File: src/rtl/sprite_motion_ctrl.sv
// sprite_motion_ctrl
//   Owns one sprite's position and heading inside a bounded playfield. Button
//   presses are latched as a pending turn that is taken on the first movement
//   tick where the maze does not block it. At the edges the sprite either wraps
//   or clamps. A frame-synchronous pixel test produces the hit flag and the
//   sprite-local ROM address one clock after the pixel counters.
// Ports
//   clk, rst            pixel clock, synchronous active-low reset
//   tick                one-cycle movement strobe
//   bright              display-area flag
//   up/down/left/right  button levels
//   blocked[3:0]        wall ahead per direction {down,up,left,right}
//   hCount, vCount      raster position
//   xpos, ypos          live sprite top-left
//   dir                 heading 0=R 1=L 2=U 3=D
//   moving              sprite is in the MOVING state
//   sprite_hit          previous-cycle pixel lies inside the sprite
//   spr_row, spr_col    sprite-local ROM address (0 when no hit)
//   background          colour of the last accepted direction
module sprite_motion_ctrl #(
    parameter int SPR_W  = 30,
    parameter int SPR_H  = 30,
    parameter int STEP   = 2,
    parameter int X_MIN  = 144,
    parameter int X_MAX  = 753,
    parameter int Y_MIN  = 35,
    parameter int Y_MAX  = 485,
    parameter int X_INIT = 450,
    parameter int Y_INIT = 250,
    parameter bit WRAP   = 1'b1,
    parameter bit MIRROR = 1'b1
) (
    input  logic                       clk,
    input  logic                       rst,
    input  logic                       tick,
    input  logic                       bright,
    input  logic                       up,
    input  logic                       down,
    input  logic                       left,
    input  logic                       right,
    input  logic [3:0]                 blocked,
    input  logic [9:0]                 hCount,
    input  logic [9:0]                 vCount,
    output logic [9:0]                 xpos,
    output logic [9:0]                 ypos,
    output logic [1:0]                 dir,
    output logic                       moving,
    output logic                       sprite_hit,
    output logic [$clog2(SPR_H)-1:0]   spr_row,
    output logic [$clog2(SPR_W)-1:0]   spr_col,
    output logic [11:0]                background
);
    localparam int RW = $clog2(SPR_H);
    localparam int CW = $clog2(SPR_W);

    typedef enum logic [1:0] {D_RIGHT = 2'd0, D_LEFT = 2'd1, D_UP = 2'd2, D_DOWN = 2'd3} dir_t;
    typedef enum logic {S_IDLE = 1'b0, S_MOVING = 1'b1} state_t;

    state_t      state_q, state_d;
    dir_t        dir_q, dir_d;
    dir_t        pend_q, pend_d;
    logic        pend_v_q, pend_v_d;
    logic [9:0]  x_q, x_d, y_q, y_d;
    logic [9:0]  xs_q, ys_q;
    logic [11:0] bg_q, bg_d;
    logic        hit_q, hit_d;
    logic [RW-1:0] row_q, row_d;
    logic [CW-1:0] col_q, col_d;

    function automatic logic [11:0] dir_colour(input dir_t d);
        case (d)
            D_RIGHT: return 12'hFF0;
            D_LEFT:  return 12'h0FF;
            D_UP:    return 12'h00F;
            default: return 12'h0F0;
        endcase
    endfunction

    // Movement next-state. A button seen this cycle overrides the latched
    // request so that a capture coinciding with tick is evaluated at once.
    logic  btn_v, pend_v_eff, do_adv;
    dir_t  btn_dir, pend_eff, mv_dir;
    logic [10:0] x11, y11;

    always_comb begin
        btn_v      = right | left | up | down;
        btn_dir    = right ? D_RIGHT : left ? D_LEFT : up ? D_UP : D_DOWN;
        pend_v_eff = btn_v | pend_v_q;
        pend_eff   = btn_v ? btn_dir : pend_q;

        state_d  = state_q;
        dir_d    = dir_q;
        pend_d   = pend_eff;
        pend_v_d = pend_v_eff;
        bg_d     = bg_q;
        x_d      = x_q;
        y_d      = y_q;
        mv_dir   = dir_q;
        do_adv   = 1'b0;
        x11      = {1'b0, x_q};
        y11      = {1'b0, y_q};

        if (tick) begin
            if (pend_v_eff && !blocked[pend_eff]) begin
                dir_d    = pend_eff;
                pend_v_d = 1'b0;
                state_d  = S_MOVING;
                bg_d     = dir_colour(pend_eff);
                mv_dir   = pend_eff;
                do_adv   = 1'b1;
            end else if (state_q == S_MOVING && blocked[dir_q]) begin
                state_d = S_IDLE;
            end else if (state_q == S_MOVING) begin
                do_adv = 1'b1;
            end
        end

        // 11-bit arithmetic so overshoot past a bound is visible before wrap/clamp.
        if (do_adv) begin
            case (mv_dir)
                D_RIGHT:
                    if (x11 + 11'(STEP) > 11'(X_MAX)) begin
                        x_d = WRAP ? 10'(X_MIN) : 10'(X_MAX);
                        if (!WRAP) state_d = S_IDLE;
                    end else x_d = 10'(x11 + 11'(STEP));
                D_LEFT:
                    if (x11 < 11'(X_MIN + STEP)) begin
                        x_d = WRAP ? 10'(X_MAX) : 10'(X_MIN);
                        if (!WRAP) state_d = S_IDLE;
                    end else x_d = 10'(x11 - 11'(STEP));
                D_UP:
                    if (y11 < 11'(Y_MIN + STEP)) begin
                        y_d = WRAP ? 10'(Y_MAX) : 10'(Y_MIN);
                        if (!WRAP) state_d = S_IDLE;
                    end else y_d = 10'(y11 - 11'(STEP));
                default:
                    if (y11 + 11'(STEP) > 11'(Y_MAX)) begin
                        y_d = WRAP ? 10'(Y_MIN) : 10'(Y_MAX);
                        if (!WRAP) state_d = S_IDLE;
                    end else y_d = 10'(y11 + 11'(STEP));
            endcase
        end
    end

    // Pixel test against the frame-latched shadow position only.
    logic in_x, in_y;
    logic [CW-1:0] dx;

    always_comb begin
        in_x  = ({1'b0, hCount} >= {1'b0, xs_q}) &&
                ({1'b0, hCount} <= {1'b0, xs_q} + 11'(SPR_W - 1));
        in_y  = ({1'b0, vCount} >= {1'b0, ys_q}) &&
                ({1'b0, vCount} <= {1'b0, ys_q} + 11'(SPR_H - 1));
        hit_d = bright && in_x && in_y;
        dx    = CW'(hCount - xs_q);
        row_d = '0;
        col_d = '0;
        if (hit_d) begin
            row_d = RW'(vCount - ys_q);
            col_d = (MIRROR && dir_q == D_LEFT) ? CW'(SPR_W - 1) - dx : dx;
        end
    end

    always_ff @(posedge clk) begin
        if (!rst) begin
            state_q  <= S_IDLE;
            dir_q    <= D_RIGHT;
            pend_q   <= D_RIGHT;
            pend_v_q <= 1'b0;
            x_q      <= 10'(X_INIT);
            y_q      <= 10'(Y_INIT);
            xs_q     <= 10'(X_INIT);
            ys_q     <= 10'(Y_INIT);
            bg_q     <= 12'hFFF;
            hit_q    <= 1'b0;
            row_q    <= '0;
            col_q    <= '0;
        end else begin
            state_q  <= state_d;
            dir_q    <= dir_d;
            pend_q   <= pend_d;
            pend_v_q <= pend_v_d;
            x_q      <= x_d;
            y_q      <= y_d;
            bg_q     <= bg_d;
            hit_q    <= hit_d;
            row_q    <= row_d;
            col_q    <= col_d;
            if (hCount == 10'd0 && vCount == 10'd0) begin
                xs_q <= x_q;
                ys_q <= y_q;
            end
        end
    end

    assign xpos       = x_q;
    assign ypos       = y_q;
    assign dir        = dir_q;
    assign moving     = (state_q == S_MOVING);
    assign sprite_hit = hit_q;
    assign spr_row    = row_q;
    assign spr_col    = col_q;
    assign background = bg_q;

endmodule
File: config.mk
export PLATFORM = sky130hd
export DESIGN_NAME = sprite_motion_ctrl
export DESIGN_NICKNAME = d
export VERILOG_FILES = /design/src/rtl/sprite_motion_ctrl.sv
export SDC_FILE = /design/constraint.sdc
export NUM_CORES = 1
export LEC_CHECK = 0
export CAP_MARGIN = 40
export CORE_MARGIN = 5
export CORE_UTILIZATION = 44
export CTS_CLUSTER_SIZE = 10
export DETAILED_ROUTE_END_ITERATION = 12
export PLACE_DENSITY = 0.7
export SLEW_MARGIN = 20
export SYNTH_ARGS = -nofsm -noshare
export SYNTH_HDL_FRONTEND = slang
export SYNTH_SLANG_ARGS = --single-unit
File: constraint.sdc
create_clock -name clk -period 2.5 [get_ports clk]
set_input_delay 0.5 -clock clk [delete_from_list [all_inputs] [get_ports clk]]
set_output_delay 0.5 -clock clk [all_outputs]
set_load 0.01 [all_outputs]
==> results of run 1 <==
==> final cells by class <==
| class | instances | area, sq um |
|---|---|---|
| clock buffer | 11 | 243 |
| clock inverter | 3 | 15.0 |
| fill | 988 | 4150 |
| inverter | 43 | 161 |
| multi-input combinational | 500 | 3700 |
| sequential | 60 | 1210 |
| tap | 143 | 179 |
| timing repair buffer | 193 | 1670 |
==> final timing paths <==
path	start	to	cells past startpoint
setup / recovery	xs_q[1]	spr_row[2]	12
hold / removal	xs_q[9]	xs_q[9]	2
setup reg to reg	xs_q[1]	spr_row[2]	12
hold reg to reg	xs_q[9]	xs_q[9]	2
==> per-layer routing <==
metal	vias up	routed length [um]
li1	2677	-
met1	2548	6890
met2	172	7490
met3	22	823
met4	0	212
met5	-	0
==> power breakdown <==
part,internal [mW],total [mW],switching (mW),leakage (nW)
Combinational,0.351,0.698,0.347,2.41
Sequential,0.981,1.02,0.0384,0.488
Clock,0.680,1.11,0.433,0.131
==> flip-flops by register name, summed over array words and instances, names as in the netlist <==
signal	count
spr_row	5
dir	2
xs_q	10
pend_q	2
ys_q	10
moving	1
ypos	10
sprite_hit	1
xpos	10
background	3
spr_col	5
pend_v_q	1
==> placed cells by master (no fill, tap or decap), types with 5 or more instances in the layout <==
cell type	n
o21a_1	10
nand2_1	58
a21o_1	11
ha_1	48
o21ai_0	23
o211ai_1	21
nor3_1	27
nor4_1	8
and2_1	7
clkbuf_16	9
o21ai_1	6
nand2b_1	11
nand3b_1	5
nor2_1	29
buf_4	113
or2_2	6
nor2b_1	14
a31oi_1	10
mux2i_1	7
clkdlybuf4s50_1	71
xor2_1	9
a21oi_1	35
inv_1	40
nand4_1	5
xnor2_1	20
dfxtp_1	55
nand3_1	24
o22ai_1	7
==> cell families after synthesis <==
kind of cell | Yosys count | share of synthesized area [%]
AO/OA/AOI/OAI | 178 | 24.6
XOR/XNOR | 30 | 5.21
adder cells (fa/ha/maj) | 54 | 13.7
buffers and inverters | 83 | 7.24
flip-flops | 60 | 23.8
multiplexers | 8 | 1.84
AND/OR/NAND/NOR | 230 | 23.6
==> worst max-delay path: stages (launching register included) <==
cell and delay [ns]:
dfxtp_2 0.35, a21oi_4 0.20, a31oi_4 0.12, or2_4 0.27
ha_4 0.22, a21o_1 0.17, a21oi_1 0.16, nor2b_1 0.06
o21ai_1 0.13, o211ai_1 0.12, a2111o_1 0.46, buf_12 0.16
nor4_4 0.18
==> stage by stage <==
stage / total power [mW] / instance area, sq um
CTS: 2.83 / 7030
global route: 2.96 / 7180
finish: 2.83 / 7180
floorplan: 1.38 / 5070
global placement: 1.68 / 6650
detailed placement: 1.69 / 6650
==> timing repair <==
item,CTS,global route
endpoints found under the setup margin,30,27
setup buffers,4,3
hold buffers,0,0
gates resized for setup,28,23
endpoints found under the hold margin,0,0
pin swaps,7,9
==> impl_results.md, run 1 <==
- Starting DRC count in detailed routing: 431
- Kind of end point of the critical path: flip-flop
- Worst-case clock buffer depth: 2
- Largest net degree at the start of global routing: 50
- Die footprint: 13700 sq um
- Synth unique cells: 74
- Pre-CTS setup slack: -0.644 ns
- Clock latency on the worst-skew pair: 0.33 ns
- Starting density of the core: 44.6%
- ANT cells: 0
- H-Tree Depth: 3
- Setup tns final: -1.73 ns
- Wirelength per Cell: 16.2 um
- I/O pins: 78
- Yosys top cell area share: 23.8%
- Post-synth top cells: dfxtp_1 (60), nand2_1 (59), ha_1 (52), inv_1 (42), a21oi_1 (37)
- TritonCTS clock tree: done
- Final WL: 15.4 mm
- Final layout net count: 893
- Worst Hold Class: flip-flop to flip-flop
- Status: complete, but fails checks
- Mapped cell area: 5040 sq um
- RSZ-0062 raised after global routing: yes
- IO buf count: 77
- Worst reg-to-reg setup slack: -0.20 ns
- Most Crowded Layer GR: met2
- Initial antenna violation count: 0
- Final-report setup violation count: 11
- Share of post-route cells with drive strength above 1: 22.5%
- Slack of the critical path: -0.197 ns
- Synth area leader: dfxtp_1
- Met3 usage: 4.83%
- Final hold violation count: 0
- Syn_area_per_cell: 7.84 sq um
- CP required: 2.75 ns
- Static Leak: 3.03 nW
- Top cells by area, synth: dfxtp_1 (24%), ha_1 (13%), nand2_1 (4.4%), a21oi_1 (3.7%), xnor2_1 (3.6%)
- Detailed Place HPWL: 11.7 mm
- Met2 usage: 39.0%
- Worst rel slew slack: 58.3%
- Peak supply drop: 0.279 mV
- Core Util, Final: 63.4%
- Finished Layout Cells: 953
- Post-Syn Instances: 643
- Worst-Margin Slew: 0.624 ns
- Seq/Total Area, Yosys: 23.8%
- Core Area: 11300 sq um
- GRT Util Overall: 22.6%
- Period utilization: 108%
- Clock slew at reported path FFs: 0.05 ns
- Clock sinks: 60
- FP Rows: 39
- Most used flip-flop cell after synthesis: dfxtp_1
- DP Cell Count: 932
- GRT Residual Overflow: 0
- Clk root buf: clkbuf_16
- Layout Skew: 0.00734 ns
- CP arrival: 2.94 ns
- First-pass GRT wire length: 25.0 mm
- Crit Path Class: flip-flop to flip-flop
- PD cells: 395 nW/um^2
- First-pass DRT Iterations: 5
- Fmax: 371 MHz
- Vias in the first global route: 5363
- Vias/cell: 5.69
- Inserted Clock Buffers: 9
- Antenna Nets Post-Route: 0
- Number of synthesized flops with an enable pin: 0
- Minimum clock period: 2.70 ns
- Die Ht: 117 um
- Hold slack: 0.513 ns
- Vias: 5419
- Max Cap Violations: 0
- Critical Path Fanout Max: 11
- #FFs+latches synth: 60
- Syn Nets: 729
- Pins Over Slew Limit: 0
- Ys async rst share: 0%
- GR Util met1: 28.2%
- Die W: 117 um
- Drt drc: 0
- Failing checks: negative setup slack
- Yosys warns: 0
- Most frequent cell after synthesis: dfxtp_1
- Crit start category: flip-flop
- Layout area overhead: 42.3%
- Placer Congestion: 0.927
No activity file was read; power rests on OpenSTA's default activity.
==> run 2, diff against run 1 <==
Settings changed: CORE_UTILIZATION 44 to 25, PLACE_DENSITY 0.7 to unset.
==> impl_results.md, run 2 (synthesized netlist as in run 1, its figures left out) <==
- Status: complete, but fails checks
- Failing checks: negative setup slack
- PD cells: 417 nW/um^2
- Drt drc: 0
- Vias: 5377
- Pins Over Slew Limit: 0
- Final hold violation count: 0
- Die Ht: 152 um
- Final WL: 15.8 mm
- Clock latency on the worst-skew pair: 0.33 ns
- Core Area: 20000 sq um
- # fillers: 2082
- Kind of end point of the critical path: flip-flop
- RSZ-0062 raised after global routing: yes
- Most frequent cells in the layout: buf_4 (135), clkdlybuf4s50_1 (72), nand2_1 (59), dfxtp_1 (55), ha_1 (48)
- First-pass DRT Iterations: 5
- I/O pins: 78
- Final layout net count: 916
- Worst-Margin Slew: 0.599 ns
- Post-route cell area: 7660 sq um
- Worst Hold Class: flip-flop to flip-flop
- Clock slew at reported path FFs: 0.06 ns
- GRT Residual Overflow: 0
- CP required: 2.75 ns
- First-pass GRT wire length: 26.0 mm
- DR WL met2: 7.06 mm
- TritonCTS clock tree: done
- Starting DRC count in detailed routing: 313
- Critical Path Fanout Max: 11
- Detailed Place HPWL: 12.1 mm
- Static Leak: 3.18 nW
- GRT Util Overall: 13.3%
- Layout area overhead: 51.9%
- Routed length on met3: 929 um
- Crit start category: flip-flop
- FP Rows: 52
- Hold slack: 0.527 ns
- Top layer in use: met4
- Peak supply drop: 0.316 mV
- CP arrival: 2.90 ns
- Worst-case clock buffer depth: 2
- Metal1 wirelength: 7.65 mm
- Vias/cell: 4.87
- IO buf count: 77
- Commonest non-fill, non-tap cell in the layout: buf_4
- Placer Congestion: 0.874
- Clk root buf: clkbuf_16
- Crit Path Class: flip-flop to flip-flop
- Period utilization: 106%
- Initial antenna violation count: 0
- Clock sinks: 60
- Layout Skew: 0.00580 ns
- H-Tree Depth: 3
- Share of post-route cells with drive strength above 1: 26.0%
- Worst rel slew slack: 59.9%
- Fmax: 377 MHz
- ANT cells: 0
- Largest net degree at the start of global routing: 50
- Final-report setup violation count: 11
- Antenna Nets Post-Route: 0
- Die W: 152 um
- Minimum clock period: 2.65 ns
- Pre-CTS setup slack: -0.646 ns
- Wirelength per Cell: 14.3 um
- Die footprint: 23100 sq um
- Starting density of the core: 25.2%
- Inserted Clock Buffers: 9
- CTS Hold Buffers Added: 0
- Max Cap Violations: 0
- Slack of the critical path: -0.154 ns
- Vias in the first global route: 5133
- Placed cell areas: 6970 sq um
## run 2: timing repair
item	in CTS	in global routing
pin swaps	12	7
gates resized for setup	38	24
buffers inserted	9	1
setup endpoints to repair	29	19
gates cloned	1	0
## run 2: worst paths after layout
check               start          to  slack, ns  depth (start not counted)
setup reg to reg  xs_q[0]  spr_row[2]      -0.15                         12
hold reg to reg   ypos[9]     ypos[9]       0.53                          2
setup / recovery  xs_q[0]  spr_row[2]      -0.15                         12
hold / removal    ypos[9]     ypos[9]       0.53                          2
## run 2: area by class of cell
cell class,instances,area (sq um),share of cell area [%]
Multi-Input combinational cell,501,3770,49.2
Timing Repair Buffer,215,1840,24.0
Sequential cell,60,1210,15.8
Tap cell,270,338,4.41
Clock buffer,10,229,2.99
Inverter,43,161,2.11
Clock inverter,6,111,1.45
## run 2: critical path, stage by stage (launching register included)
cell and delay (ns):
dfxtp_4 0.37, ha_4 0.17, nor3_4 0.14, a21o_1 0.19, xnor2_1 0.08, ha_1 0.31, and3_1 0.19, nand3_2 0.09
o32ai_2 0.20, nor2_1 0.09, a2111o_1 0.41, buf_12 0.16, nor4_2 0.18
## run 2: per-layer routing
metal	up-vias	track usage, %
met4	0	2.87
met5	-	0
met3	21	2.99
li1	2714	-
met1	2460	18.8
met2	182	21.0
## run 2: power by group
part / internal [mW] / switching, mW / leakage, nW
Combinational: 0.376 / 0.357 / 2.53
Sequential: 0.980 / 0.0406 / 0.488
Clock: 0.975 / 0.464 / 0.163
Total: 2.33 / 0.862 / 3.18
## run 2: per-stage QoR
stage | total power [mW] | util (%) | cells | TNS [ns]
after floorplan | 1.38 | - | 643 | 0
final | 3.19 | 38.2 | 1105 | -1.16
after global routing | 3.34 | 38.2 | 1105 | -3.04
after global placement | 1.72 | 34.8 | 1078 | -15.77
after CTS | 3.20 | 37.5 | 1104 | -1.30
after detailed placement | 1.72 | 34.8 | 1078 | -16.19
==> run 3, diff against run 2 <==
Settings changed: CORE_UTILIZATION 25 to 45, PLACE_DENSITY set to 0.71.
==> impl_results.md, run 3 (synthesized netlist as in run 1, its figures left out) <==
- PD cells: 430 nW/um^2
- Final-report setup violation count: 11
- Crit Path Class: primary input to flip-flop
- Setup tns final: -1.56 ns
- Vias in the first global route: 5513
- First-pass DRT Iterations: 5
- Starting DRC count in detailed routing: 545
- Static Leak: 3.07 nW
- FF-to-FF path depth: 12
- TritonCTS clock tree: done
- Share of post-route cells with drive strength above 1: 22.9%
- Slack of the critical path: -0.190 ns
- Layout area overhead: 44.9%
- Critical Path Fanout Max: 11
- GRT Util Overall: 23.5%
- Largest net degree at the start of global routing: 50
- Vias: 5508
- CP required: 2.74 ns
- Final WL: 15.6 mm
- Antenna Nets Post-Route: 0
- Core Util, Final: 66.8%
- Status: complete, but fails checks
- Worst-Margin Slew: 0.653 ns
- Final layout net count: 896
- Core Area: 10900 sq um
- Starting density of the core: 46.1%
- Finished Layout Cells: 955
- Clock sinks: 60
- Die footprint: 13400 sq um
- Worst Hold Class: flip-flop to flip-flop
- Minimum clock period: 2.69 ns
- Inserted Clock Buffers: 9
- Clk root buf: clkbuf_16
- Period utilization: 108%
- DP Cell Count: 932
- ANT cells: 0
- Commonest non-fill, non-tap cell in the layout: buf_4
- Pre-CTS setup slack: -0.705 ns
- Final hold violation count: 0
- Drt drc: 0
- Detailed Place HPWL: 11.7 mm
- Layout Skew: 0.0102 ns
- Kind of end point of the critical path: flip-flop
- Most frequent cells in the layout: buf_4 (114), clkdlybuf4s50_1 (70), nand2_1 (58), dfxtp_1 (55), ha_1 (50)
- Placer Congestion: 0.978
- Vias/cell: 5.77
- Clock latency on the worst-skew pair: 0.33 ns
- Worst rel slew slack: 56.3%
- Failing checks: negative setup slack
- Initial antenna violation count: 0
- Clock slew at reported path FFs: 0.05 ns
- Cell depth of the worst min-delay path: 2
- RSZ-0062 raised after global routing: yes
- Pins Over Slew Limit: 0
- Hold slack: 0.532 ns
- Die Ht: 116 um
- FP Rows: 38
- Peak supply drop: 0.310 mV
- # fillers: 911
- CTS Hold Buffers Added: 0
- Die W: 116 um
- Fmax: 372 MHz
- CP arrival: 2.93 ns
- Max Cap Violations: 0
- IO buf count: 77
- Worst-case clock buffer depth: 2
- First-pass GRT wire length: 25.9 mm
- Crit start category: primary input
- Wirelength per Cell: 16.3 um
- I/O pins: 78
- H-Tree Depth: 3
- GRT Residual Overflow: 0
-- run 3: cell types whose count changed in the layout (fill, tap and decap cells not counted), sizes merged --
cell,previous run,this run
buf,138,118
clkdlybuf4s15,0,2
clkdlybuf4s50,72,70
dlygate4sd2,5,3
dlymetal6s2s,0,2
clkbuf,10,11
clkinv,1,2
clkinvlp,1,0
inv,44,43
-- run 3: metal layers --
metal / GRT usage [%] / routed length, um
met4: 6.96 / 347
met1: 30.6 / 6730
met2: 39.7 / 7480
met3: 4.28 / 1020
met5: 0 / 0
-- run 3: through the flow --
step	area, sq um	total power, mW
6_report	7310	3.14
5_1_grt	7310	3.28
4_1_cts	7200	3.13
3_5_place_dp	6680	1.71
3_3_place_gp	6680	1.69
2_1_floorplan	5070	1.38
-- run 3: critical path, cell delays in order --
cell             delay, ns
clkdlybuf4s50_1       0.48
inv_1                 0.06
ha_1                  0.22
fa_1                  0.39
nor2b_2               0.14
o21ai_1               0.09
nand3b_1              0.10
a21o_1                0.13
a31oi_1               0.12
a2111o_1              0.35
buf_12                0.16
nor4_4                0.18
-- run 3: final timing paths --
path,from,end,slack (ns)
worst min-delay path,xs_q[9],xs_q[9],0.53
worst max register to register,xs_q[0],spr_row[2],-0.19
worst min register to register,xs_q[9],xs_q[9],0.53
worst max-delay path,vCount[0],spr_row[2],-0.19
-- run 3: where the power goes --
| part | switching, mW | leakage (nW) | internal [mW] |
|---|---|---|---|
| Clock | 0.430 | 0.163 | 0.970 |
| Sequential | 0.0357 | 0.488 | 0.980 |
| Combinational | 0.363 | 2.42 | 0.365 |
-- run 3: timing repair --
item                                    in CTS  in global routing
resized for setup                           35                 27
endpoints found under the hold margin        0                  0
endpoints found under the setup margin      34                 29
setup buffers                                6                  0
cloned                                       1                  0
pin swaps                                    9                  8
-- run 3: cell type report --
cell class              count  area, sq um  share of cell area (%)
clock buffers              11          233                    3.18
well taps                 140          175                    2.40
multi-input cells         501         3730                    51.0
flip-flops and latches     60         1210                    16.6
clock inverters             5          100                    1.37
inverters                  43          161                    2.21
repair buffers            195         1700                    23.2
